## config.mk

```make
export PLATFORM = sky130hd
export DESIGN_NAME = ctrl_pkt_decoder
export DESIGN_NICKNAME = d
export VERILOG_FILES = /design/src/rtl/ctrl_pkt_decoder_pkg.sv /design/src/rtl/ctrl_pkt_decoder_credit_counter.sv /design/src/rtl/ctrl_pkt_decoder.sv
export SDC_FILE = /design/constraint.sdc
export NUM_CORES = 1
export LEC_CHECK = 0
export ABC_AREA = 1
export BUFFER_PORTS_ARGS = -buffer_cell sky130_fd_sc_hd__buf_2
export CAP_MARGIN = 5
export CORE_MARGIN = 2
export CORE_UTILIZATION = 52
export DETAILED_ROUTE_END_ITERATION = 10
export PLACE_DENSITY = 0.8
export SYNTH_ARGS = -nofsm -noshare
export SYNTH_HDL_FRONTEND = slang
export SYNTH_SLANG_ARGS = --single-unit
```

## constraint.sdc

```tcl
create_clock -name clk -period 5.7 [get_ports clk]
set_input_delay 1.14 -clock clk [delete_from_list [all_inputs] [get_ports clk]]
set_output_delay 1.14 -clock clk [all_outputs]
set_load 0.1 [all_outputs]
```

## src/rtl/ctrl_pkt_decoder_pkg.sv

```systemverilog
// Shared field positions, widths and types for the control packet decoder.
// Packet layout: [0] input/ack, [1] filter/ifmap, [2] timestep, payload above.
package ctrl_pkg;

    localparam int TYPE_BIT     = 0;
    localparam int CLASS_BIT    = 1;
    localparam int TS_BIT       = 2;
    localparam int FIL_SIZE_LSB = 3;
    localparam int IF_SIZE_LSB  = 3;
    localparam int NODE_LSB     = 1;

    localparam int FIL_SIZE_W = 2;
    localparam int IF_SIZE_W  = 6;
    localparam int NODE_W     = 4;

    function automatic int PKT_W(input int fw);
        return 5 * fw + 5;
    endfunction

    typedef enum logic {
        NO_FILTER,
        HAVE_FILTER
    } ord_state_t;

    typedef enum logic [1:0] {
        PK_ACK,
        PK_IFMAP,
        PK_FILTER
    } pkt_class_t;

endpackage

```

## src/rtl/ctrl_pkt_decoder_credit_counter.sv

```systemverilog
// Saturating per-PE credit counter; one token lane with valid/ready.
// ovf pulses when an ack lands on a full counter that is not draining.
module credit_counter #(
    parameter int CNT_W = 2
) (
    input  logic clk,
    input  logic rst,
    input  logic inc,
    input  logic tok_ready,
    output logic tok_valid,
    output logic ovf
);

    localparam logic [CNT_W-1:0] MAX = '1;

    logic [CNT_W-1:0] cnt_q;
    logic             dec;

    assign tok_valid = (cnt_q != '0);
    assign dec       = tok_valid && tok_ready;
    assign ovf       = inc && !dec && (cnt_q == MAX);

    always_ff @(posedge clk or posedge rst) begin
        if (rst) begin
            cnt_q <= '0;
        end else if (inc && !dec && (cnt_q != MAX)) begin
            cnt_q <= cnt_q + CNT_W'(1);
        end else if (dec && !inc) begin
            cnt_q <= cnt_q - CNT_W'(1);
        end
    end

endmodule

```

## src/rtl/ctrl_pkt_decoder.sv

```systemverilog
// Control-unit front end: classifies packets, registers filter/ifmap words,
// enforces filter-before-ifmap per timestep and turns PE acks into credits.
module ctrl_pkt_decoder
    import ctrl_pkg::*;
#(
    parameter int FILTER_WIDTH = 8,
    parameter int NUM_PE       = 14,
    parameter int CNT_W        = 2
) (
    input  logic                          clk,
    input  logic                          rst,
    input  logic                          in_valid,
    output logic                          in_ready,
    input  logic [PKT_W(FILTER_WIDTH)-1:0] in_pkt,
    output logic                          fil_valid,
    input  logic                          fil_ready,
    output logic [5*FILTER_WIDTH-1:0]     fil_data,
    output logic [FIL_SIZE_W-1:0]         fil_size,
    output logic                          fil_ts,
    output logic                          if_valid,
    input  logic                          if_ready,
    output logic [5*FILTER_WIDTH-5:0]     if_data,
    output logic [IF_SIZE_W-1:0]          if_size,
    output logic                          if_ts,
    output logic [NUM_PE-1:0]             tok_valid,
    input  logic [NUM_PE-1:0]             tok_ready,
    output logic                          err_order,
    output logic                          err_node,
    output logic                          err_ovf
);

    localparam int PW  = PKT_W(FILTER_WIDTH);
    localparam int FDW = 5 * FILTER_WIDTH;
    localparam int IDW = 5 * FILTER_WIDTH - 4;
    localparam logic [NODE_W-1:0] LAST_NODE = NODE_W'(NUM_PE - 1);

    pkt_class_t        pkt_class;
    ord_state_t        state_q, state_d;
    logic              lts_q, lts_d;
    logic              ts;
    logic [NODE_W-1:0] node;
    logic              node_ok;
    logic              if_drop;
    logic              acc;
    logic              fil_load, if_load, if_bad, ack_acc;
    logic [NUM_PE-1:0] inc_vec, ovf_vec;

    assign ts      = in_pkt[TS_BIT];
    assign node    = in_pkt[NODE_LSB +: NODE_W];
    assign node_ok = (node <= LAST_NODE);
    assign if_drop = (state_q == NO_FILTER) || (ts != lts_q);

    always_comb begin
        pkt_class = PK_ACK;
        unique case (1'b1)
            !in_pkt[TYPE_BIT]:
                pkt_class = PK_ACK;
            in_pkt[TYPE_BIT] && in_pkt[CLASS_BIT]:
                pkt_class = PK_FILTER;
            in_pkt[TYPE_BIT] && !in_pkt[CLASS_BIT]:
                pkt_class = PK_IFMAP;
        endcase
    end

    // A doomed ifmap is swallowed even when the ifmap slot is full.
    always_comb begin
        in_ready = 1'b1;
        unique case (pkt_class)
            PK_FILTER: in_ready = !fil_valid || fil_ready;
            PK_IFMAP:  in_ready = if_drop || !if_valid || if_ready;
            default:   in_ready = 1'b1;
        endcase
    end

    assign acc      = in_valid && in_ready;
    assign fil_load = acc && (pkt_class == PK_FILTER);
    assign if_load  = acc && (pkt_class == PK_IFMAP) && !if_drop;
    assign if_bad   = acc && (pkt_class == PK_IFMAP) && if_drop;
    assign ack_acc  = acc && (pkt_class == PK_ACK);

    always_comb begin
        state_d = state_q;
        lts_d   = lts_q;
        if (fil_load) begin
            state_d = HAVE_FILTER;
            lts_d   = ts;
        end
    end

    always_ff @(posedge clk or posedge rst) begin
        if (rst) begin
            state_q <= NO_FILTER;
            lts_q   <= 1'b0;
        end else begin
            state_q <= state_d;
            lts_q   <= lts_d;
        end
    end

    always_ff @(posedge clk or posedge rst) begin
        if (rst) begin
            fil_valid <= 1'b0;
            fil_data  <= '0;
            fil_size  <= '0;
            fil_ts    <= 1'b0;
        end else if (fil_load) begin
            fil_valid <= 1'b1;
            fil_data  <= in_pkt[PW-1 -: FDW];
            fil_size  <= in_pkt[FIL_SIZE_LSB +: FIL_SIZE_W];
            fil_ts    <= ts;
        end else if (fil_ready) begin
            fil_valid <= 1'b0;
        end
    end

    always_ff @(posedge clk or posedge rst) begin
        if (rst) begin
            if_valid <= 1'b0;
            if_data  <= '0;
            if_size  <= '0;
            if_ts    <= 1'b0;
        end else if (if_load) begin
            if_valid <= 1'b1;
            if_data  <= in_pkt[PW-1 -: IDW];
            if_size  <= in_pkt[IF_SIZE_LSB +: IF_SIZE_W];
            if_ts    <= ts;
        end else if (if_ready) begin
            if_valid <= 1'b0;
        end
    end

    for (genvar i = 0; i < NUM_PE; i++) begin : g_cc
        assign inc_vec[i] = ack_acc && (node == NODE_W'(i));

        credit_counter #(
            .CNT_W(CNT_W)
        ) u_cc (
            .clk      (clk),
            .rst      (rst),
            .inc      (inc_vec[i]),
            .tok_ready(tok_ready[i]),
            .tok_valid(tok_valid[i]),
            .ovf      (ovf_vec[i])
        );
    end

    always_ff @(posedge clk or posedge rst) begin
        if (rst) begin
            err_order <= 1'b0;
            err_node  <= 1'b0;
            err_ovf   <= 1'b0;
        end else begin
            if (if_bad)              err_order <= 1'b1;
            if (ack_acc && !node_ok) err_node  <= 1'b1;
            if (|ovf_vec)            err_ovf   <= 1'b1;
        end
    end

endmodule

```

==> impl_metrics.toml, run 1 <==
[worst_setup_path]
worst-path-buf-inv = 3
crit_cells = 7
reg2reg_to = "if_data[7]"
start_kind = "input port"
cp_cell_sequence = "buf_2 -> inv_2 -> nand2_1 -> nand2_1 -> nand3_2 -> and2_1 -> buf_2"
path_class = "input port to output pin"
worst-path-max-fanout = 6
reg2reg_depth = 9
cp.arrival_ns = 2.27
cp_slowest_cell = "buf_2"
cp-end-kind = "output pin"
r2r-start = "fil_ts"
crit_path_max_incr_delay_ns = 0.43
required_ns = 4.56
r2r_slack_ns = 3.38
worst_path_dominant_cell_family = "buffers and inverters"

[place]
hpwl_um = 9100
port_buffers = 169
place.gp.congestion = 0.825

[floorplanning]
io_pins = 170
rows = 38
dieArea_um2 = 11800
fp.coreArea_um2 = 10800
die_h_um = 109
die_w_um = 109
start_util_pct = 52.9

[grt]
grt_pass1_vias = 4608
antenna_found_initial = 0
grt_overflow = 0
grt_first_pass_wirelength_um = 21500
grt_max_degree = 89
grt_util_all_layers_pct = 23.3

[cells_and_area]
multi_input_area_um2 = 2050
fin_util_pct = 65.5
layout-drive-gt1-share_pct = 26.1
seqCellArea_um2 = 3000
n_antenna_cell = 0
fill_cells = 920
final_nets = 907
syn_to_final_growth_pct = 23.8

[timing]
hold_violations = 0
rsz0062_at_grt = "false"
fmax_mhz = 293
setup_viol = 0
setup-tns-final_ns = 0
timing.final.crit_period_ns = 3.41
finalMaxSlewViolations = 0
min_period_over_period_pct = 59.9
relSlewSlack_pct = 26.9
finClkSkew_ns = 0.00965
worstMarginPinSlew_ns = 1.10

[hold_path]
hold_path_end = "if_data[3]"
hold_path_class = "register to register"
whs_path_depth = 2
min-delay-start = "if_data[3]"

[cts]
post_cts_buffers = 0
cts_sinks = 120
cts_tree = "yes"
hold_buffers = 0
cts-resized-gates = 0
cts_buffers = 17
path_clk_slew_ns = 0.06
clk-insertion-delay-late_ns = 0.50
cts_root_buffer = "clkbuf_8"
clk_path_buf_depth = 2
htree_num_levels = 4

[synthesis]
synth_top_area_share_pct = 52.6
synth_warnings = 0
netlist_instances = 690
synth_area_leaders = "dfrtp_1 (53%), nand2_1 (14%), inv_1 (6.8%)"
ys.flop_type = "dfrtp_1"
yosysTopAreaCell = "dfrtp_1"
syn_nets = 754
synth_edf_count = 0
netlist_area_um2 = 5710
ys_async_sr_fraction_pct = 100
synth_cell_types = 31
synth_seq_area_share_pct = 52.6
synth_seq_cells = 120
syn-mean-instance-area_um2 = 8.27

[drt]
dr.pass1.iters = 4
drt_wl_total_um = 13500
detail_route.wl_per_cell_um = 13.6
drc = 0
vias = 4941
drt_iter0_markers = 234
vias_per_cell = 4.96
final_antenna_net_count = 0

[outcome]
status = "completed"

[power]
p_per_area_nw_per_um2 = 533
finalPower_uw = 3770
irDropWorstVdd_mv = 0.418
leakage_uw = 0.00417

[job]
maxCapViolCount = 0
-- report_power, final --
group	internal [µW]	switching (µW)	total, µW
sequential	1010	82.3	1090
clock	635	421	1060
combinational	200	1420	1620
-- placed cells by master (no fill, tap or decap), drive strengths merged --
cell | synthesis | routed
a31oi | 1 | 1
nand4 | 13 | 13
mux2 | 13 | 13
nor2 | 34 | 34
xor2 | 1 | 1
and2 | 1 | 1
buf | 33 | 171
clkinvlp | 0 | 2
nor3 | 13 | 13
or2 | 1 | 1
o21ai | 70 | 70
nand2 | 213 | 213
bufinv | 0 | 2
nand3 | 49 | 49
dfrtp | 120 | 120
o21bai | 14 | 14
inv | 106 | 114
o31ai | 1 | 1
clkbuf | 4 | 18
a21oi | 2 | 2
a41oi | 1 | 1
clkinv | 0 | 2
-- kinds of logic after synthesis --
family	Yosys count	share of synthesized area [%]
buf+inv	143	11.7
compound gates	89	8.61
xor+xnor	1	0.153
mux	13	2.56
flops	120	52.6
simple gates	324	24.4
-- final cells by class --
class,count,area share (%)
clock buffer,18,5.91
clock inverter,14,2.28
inverter,106,5.67
multi-input combinational,427,29.0
sequential,120,42.5
tap,140,2.48
timing repair buffer,171,12.2
-- worst register-to-register path: cells and delay by family (launching register included) --
kind / cells / cell delay [ns]
flip-flops: 1 / 0.39
AND/OR/NAND/NOR: 8 / 1.77
buffers and inverters: 1 / 0.06
-- synthesized netlist by cell type (2+ instances only) --
library cell  instances
nand2_2               2
buf_2                 7
clkbuf_1              4
buf_4                20
nor3_1               13
inv_1               104
nand4_1              12
buf_6                 6
nand3_1              47
o21ai_1               5
o21bai_1             14
inv_2                 2
mux2_2                9
o21ai_0              65
nand2_1             210
mux2_1                4
dfrtp_1             120
nor2_1               33
-- through the flow --
| step | hold slack (ns) | cell area, µm² | cells | worst slack, ns |
|---|---|---|---|---|
| after floorplan | 0.475 | 5710 | 690 | 1.37 |
| after global placement | 0.448 | 6490 | 964 | 2.30 |
| after detailed placement | 0.453 | 6490 | 964 | 2.28 |
| after CTS | 0.469 | 7070 | 996 | 2.29 |
| after global routing | 0.482 | 7070 | 996 | 2.22 |
| final | 0.469 | 7070 | 996 | 2.29 |
-- registers in the layout (all words and copies together) (netlist names) --
| name | flops |
|---|---|
| state_q | 1 |
| if_valid | 1 |
| g_cc.u_cc.cnt_q | 28 |
| fil_data | 40 |
| fil_valid | 1 |
| if_data | 36 |
| if_size | 6 |
| if_ts | 1 |
| err_ovf | 1 |
| err_order | 1 |
| fil_ts | 1 |
| err_node | 1 |
| fil_size | 2 |
-- how the worst max path moves through the flow --
stage,startpoint,to
3_3_place_gp,in_pkt[2],in_ready
6_report,in_pkt[2],in_ready
3_5_place_dp,in_pkt[2],in_ready
4_1_cts,in_pkt[2],in_ready
2_1_floorplan,rst,err_node
5_1_grt,in_pkt[2],in_ready
-- metal layers --
metal | GRT usage (%) | wire, µm
met1 | 29.0 | 5900
met2 | 38.6 | 6480
met3 | 7.77 | 1010
met4 | 7.33 | 140
met5 | 0 | 0
Note: power is estimated with default switching activity, not from simulation.
==> run 2, diff against run 1 <==
--- a/config.mk
+++ b/config.mk
@@ -9,9 +9,9 @@
 export BUFFER_PORTS_ARGS = -buffer_cell sky130_fd_sc_hd__buf_2
 export CAP_MARGIN = 5
 export CORE_MARGIN = 2
-export CORE_UTILIZATION = 52
+export CORE_UTILIZATION = 47
 export DETAILED_ROUTE_END_ITERATION = 10
-export PLACE_DENSITY = 0.8
+export PLACE_DENSITY = 0.77
 export SYNTH_ARGS = -nofsm -noshare
 export SYNTH_HDL_FRONTEND = slang
 export SYNTH_SLANG_ARGS = --single-unit
==> constraint.sdc (replaced) <==
create_clock -name clk -period 2.78 [get_ports clk]
set_input_delay 0.556 -clock clk [delete_from_list [all_inputs] [get_ports clk]]
set_output_delay 0.556 -clock clk [all_outputs]
set_load 0.1 [all_outputs]
==> impl_metrics.toml, run 2 (synthesis results as in run 1) <==
[cells_and_area]
layout-drive-gt1-share_pct = 26.4
fill_cells = 1064
final_nets = 911
layout_commonest_cell = "nand2_1"
n_antenna_cell = 0
largest-register = "fil_data"
fin_util_pct = 60.3
seqCellArea_um2 = 3000
final_cell_mix = "nand2_1 (210), buf_2 (169), dfrtp_1 (120)"
biggestRegsByFlops = "fil_data (40), if_data (36), g_cc.u_cc.cnt_q (28)"
multi_input_area_um2 = 2050
syn_to_final_growth_pct = 25.8
largest_reg_flops = 40

[worst_setup_path]
cp-startpoint = "fil_ts"
cp-end-kind = "output pin"
cpMostUsedCell = "nand2_1"
r2r_slack_ns = 0.85
worst-path-buf-inv = 2
cp_slowest_cell = "buf_2"
r2r-start = "fil_ts"
worst_path_dominant_cell_family = "simple AND/OR/NAND/NOR gates"
start_kind = "register"
worst-path-max-fanout = 4
crit_path_max_incr_delay_ns = 0.43
required_ns = 2.22
path_class = "register to output pin"
cp.arrival_ns = 1.79
cp_cell_sequence = "inv_1 -> nand2_1 -> nand2_1 -> nand3_2 -> and2_1 -> buf_2"

[cts]
htree_num_levels = 4
cts_buffers = 17
hold_buffers = 0
cts_sinks = 120
path_clk_slew_ns = 0.06
cts_tree = "yes"
cts-resized-gates = 0
cts_root_buffer = "clkbuf_16"
post_cts_buffers = 0
clk-insertion-delay-late_ns = 0.41
clk_path_buf_depth = 2

[timing]
hold_violations = 0
fmax_mhz = 427
finalMaxSlewViolations = 0
setup-tns-final_ns = 0
relSlewSlack_pct = 62.4
rsz0062_at_grt = "false"
min_period_over_period_pct = 84.2
timing.final.crit_period_ns = 2.34
setup_viol = 0
worstMarginPinSlew_ns = 0.563
finClkSkew_ns = 0.00481

[grt]
top_usage_layer = "met2"
grt_util_all_layers_pct = 22.2
grt_use_met3_pct = 5.40
grt_use_met2_pct = 36.9
grt_pass1_vias = 4760
met1_usage_pct = 27.8
antenna_found_initial = 0
grt_first_pass_wirelength_um = 22700
grt_max_degree = 65
grt_overflow = 0

[floorplanning]
io_pins = 170
dieArea_um2 = 13000
die_w_um = 114
fp.coreArea_um2 = 11900
die_h_um = 114
start_util_pct = 47.9
rows = 40

[outcome]
status = "completed"

[drt]
detail_route.wl_per_cell_um = 13.6
vias = 4991
drt_wl_total_um = 13700
dr.pass1.iters = 5
drc = 0
final_antenna_net_count = 0
vias_per_cell = 4.96
drt_iter0_markers = 409

[place]
hpwl_um = 9720
place.gp.congestion = 0.845
port_buffers = 169

[power]
p_per_area_nw_per_um2 = 1090
irDropWorstVdd_mv = 0.318
leakage_uw = 0.00422

[hold_path]
hold_path_class = "input port to async pin"

[job]
maxCapViolCount = 0
## run 2: metal layers
metal / up-vias / part of all wire, %
li1: 2470 / -
met4: 0 / 2.1
met1: 2308 / 43
met3: 24 / 7.3
met2: 189 / 48
met5: - / 0
## run 2: layout make-up
cell class,instances,area share [%]
clock inverter,12,2.07
tap,147,2.56
inverter,106,5.59
clock buffer,20,6.36
timing repair buffer,175,13.1
multi-input combinational,427,28.5
sequential,120,41.8
## run 2: report_power, final
| group | switching [µW] | leakage (µW) | internal, µW | total, µW |
|---|---|---|---|---|
| sequential | 178 | 0.00153 | 2070 | 2250 |
| combinational | 2910 | 0.00240 | 425 | 3340 |
| clock | 783 | 0.000288 | 1450 | 2230 |
## run 2: worst register-to-register path, cell delays in order, from the launching register on
cell and delay [ns]:
dfrtp_1 0.39, inv_1 0.05, nand2_1 0.12, nand2_1 0.08, nand3_2 0.13, nand3_4 0.10, nor2_8 0.30, nand2_4 0.36
nand2_1 0.21, nand2_1 0.07
## run 2: per-stage QoR
stage	total power (µW)	cells	setup slack [ns]	cell area (µm²)	hold WS, ns
floorplan	5050	690	0.132	5710	0.475
global placement	5570	975	0.551	6580	0.449
detailed placement	5610	975	0.517	6580	0.454
CTS	7860	1007	0.448	7180	0.205
global route	8100	1007	0.386	7180	0.224
finish	7820	1007	0.439	7180	0.200
## run 2: path summary, 6_finish.rpt
check | to | depth (start not counted)
max | in_ready | 6
min | fil_data[0] | 2
max reg2reg | if_data[23] | 9
min reg2reg | if_data[2] | 2
max in group asynchronous | fil_data[19] | 3
min in group clk | g_cc[0].u_cc.cnt_q[1] | 2
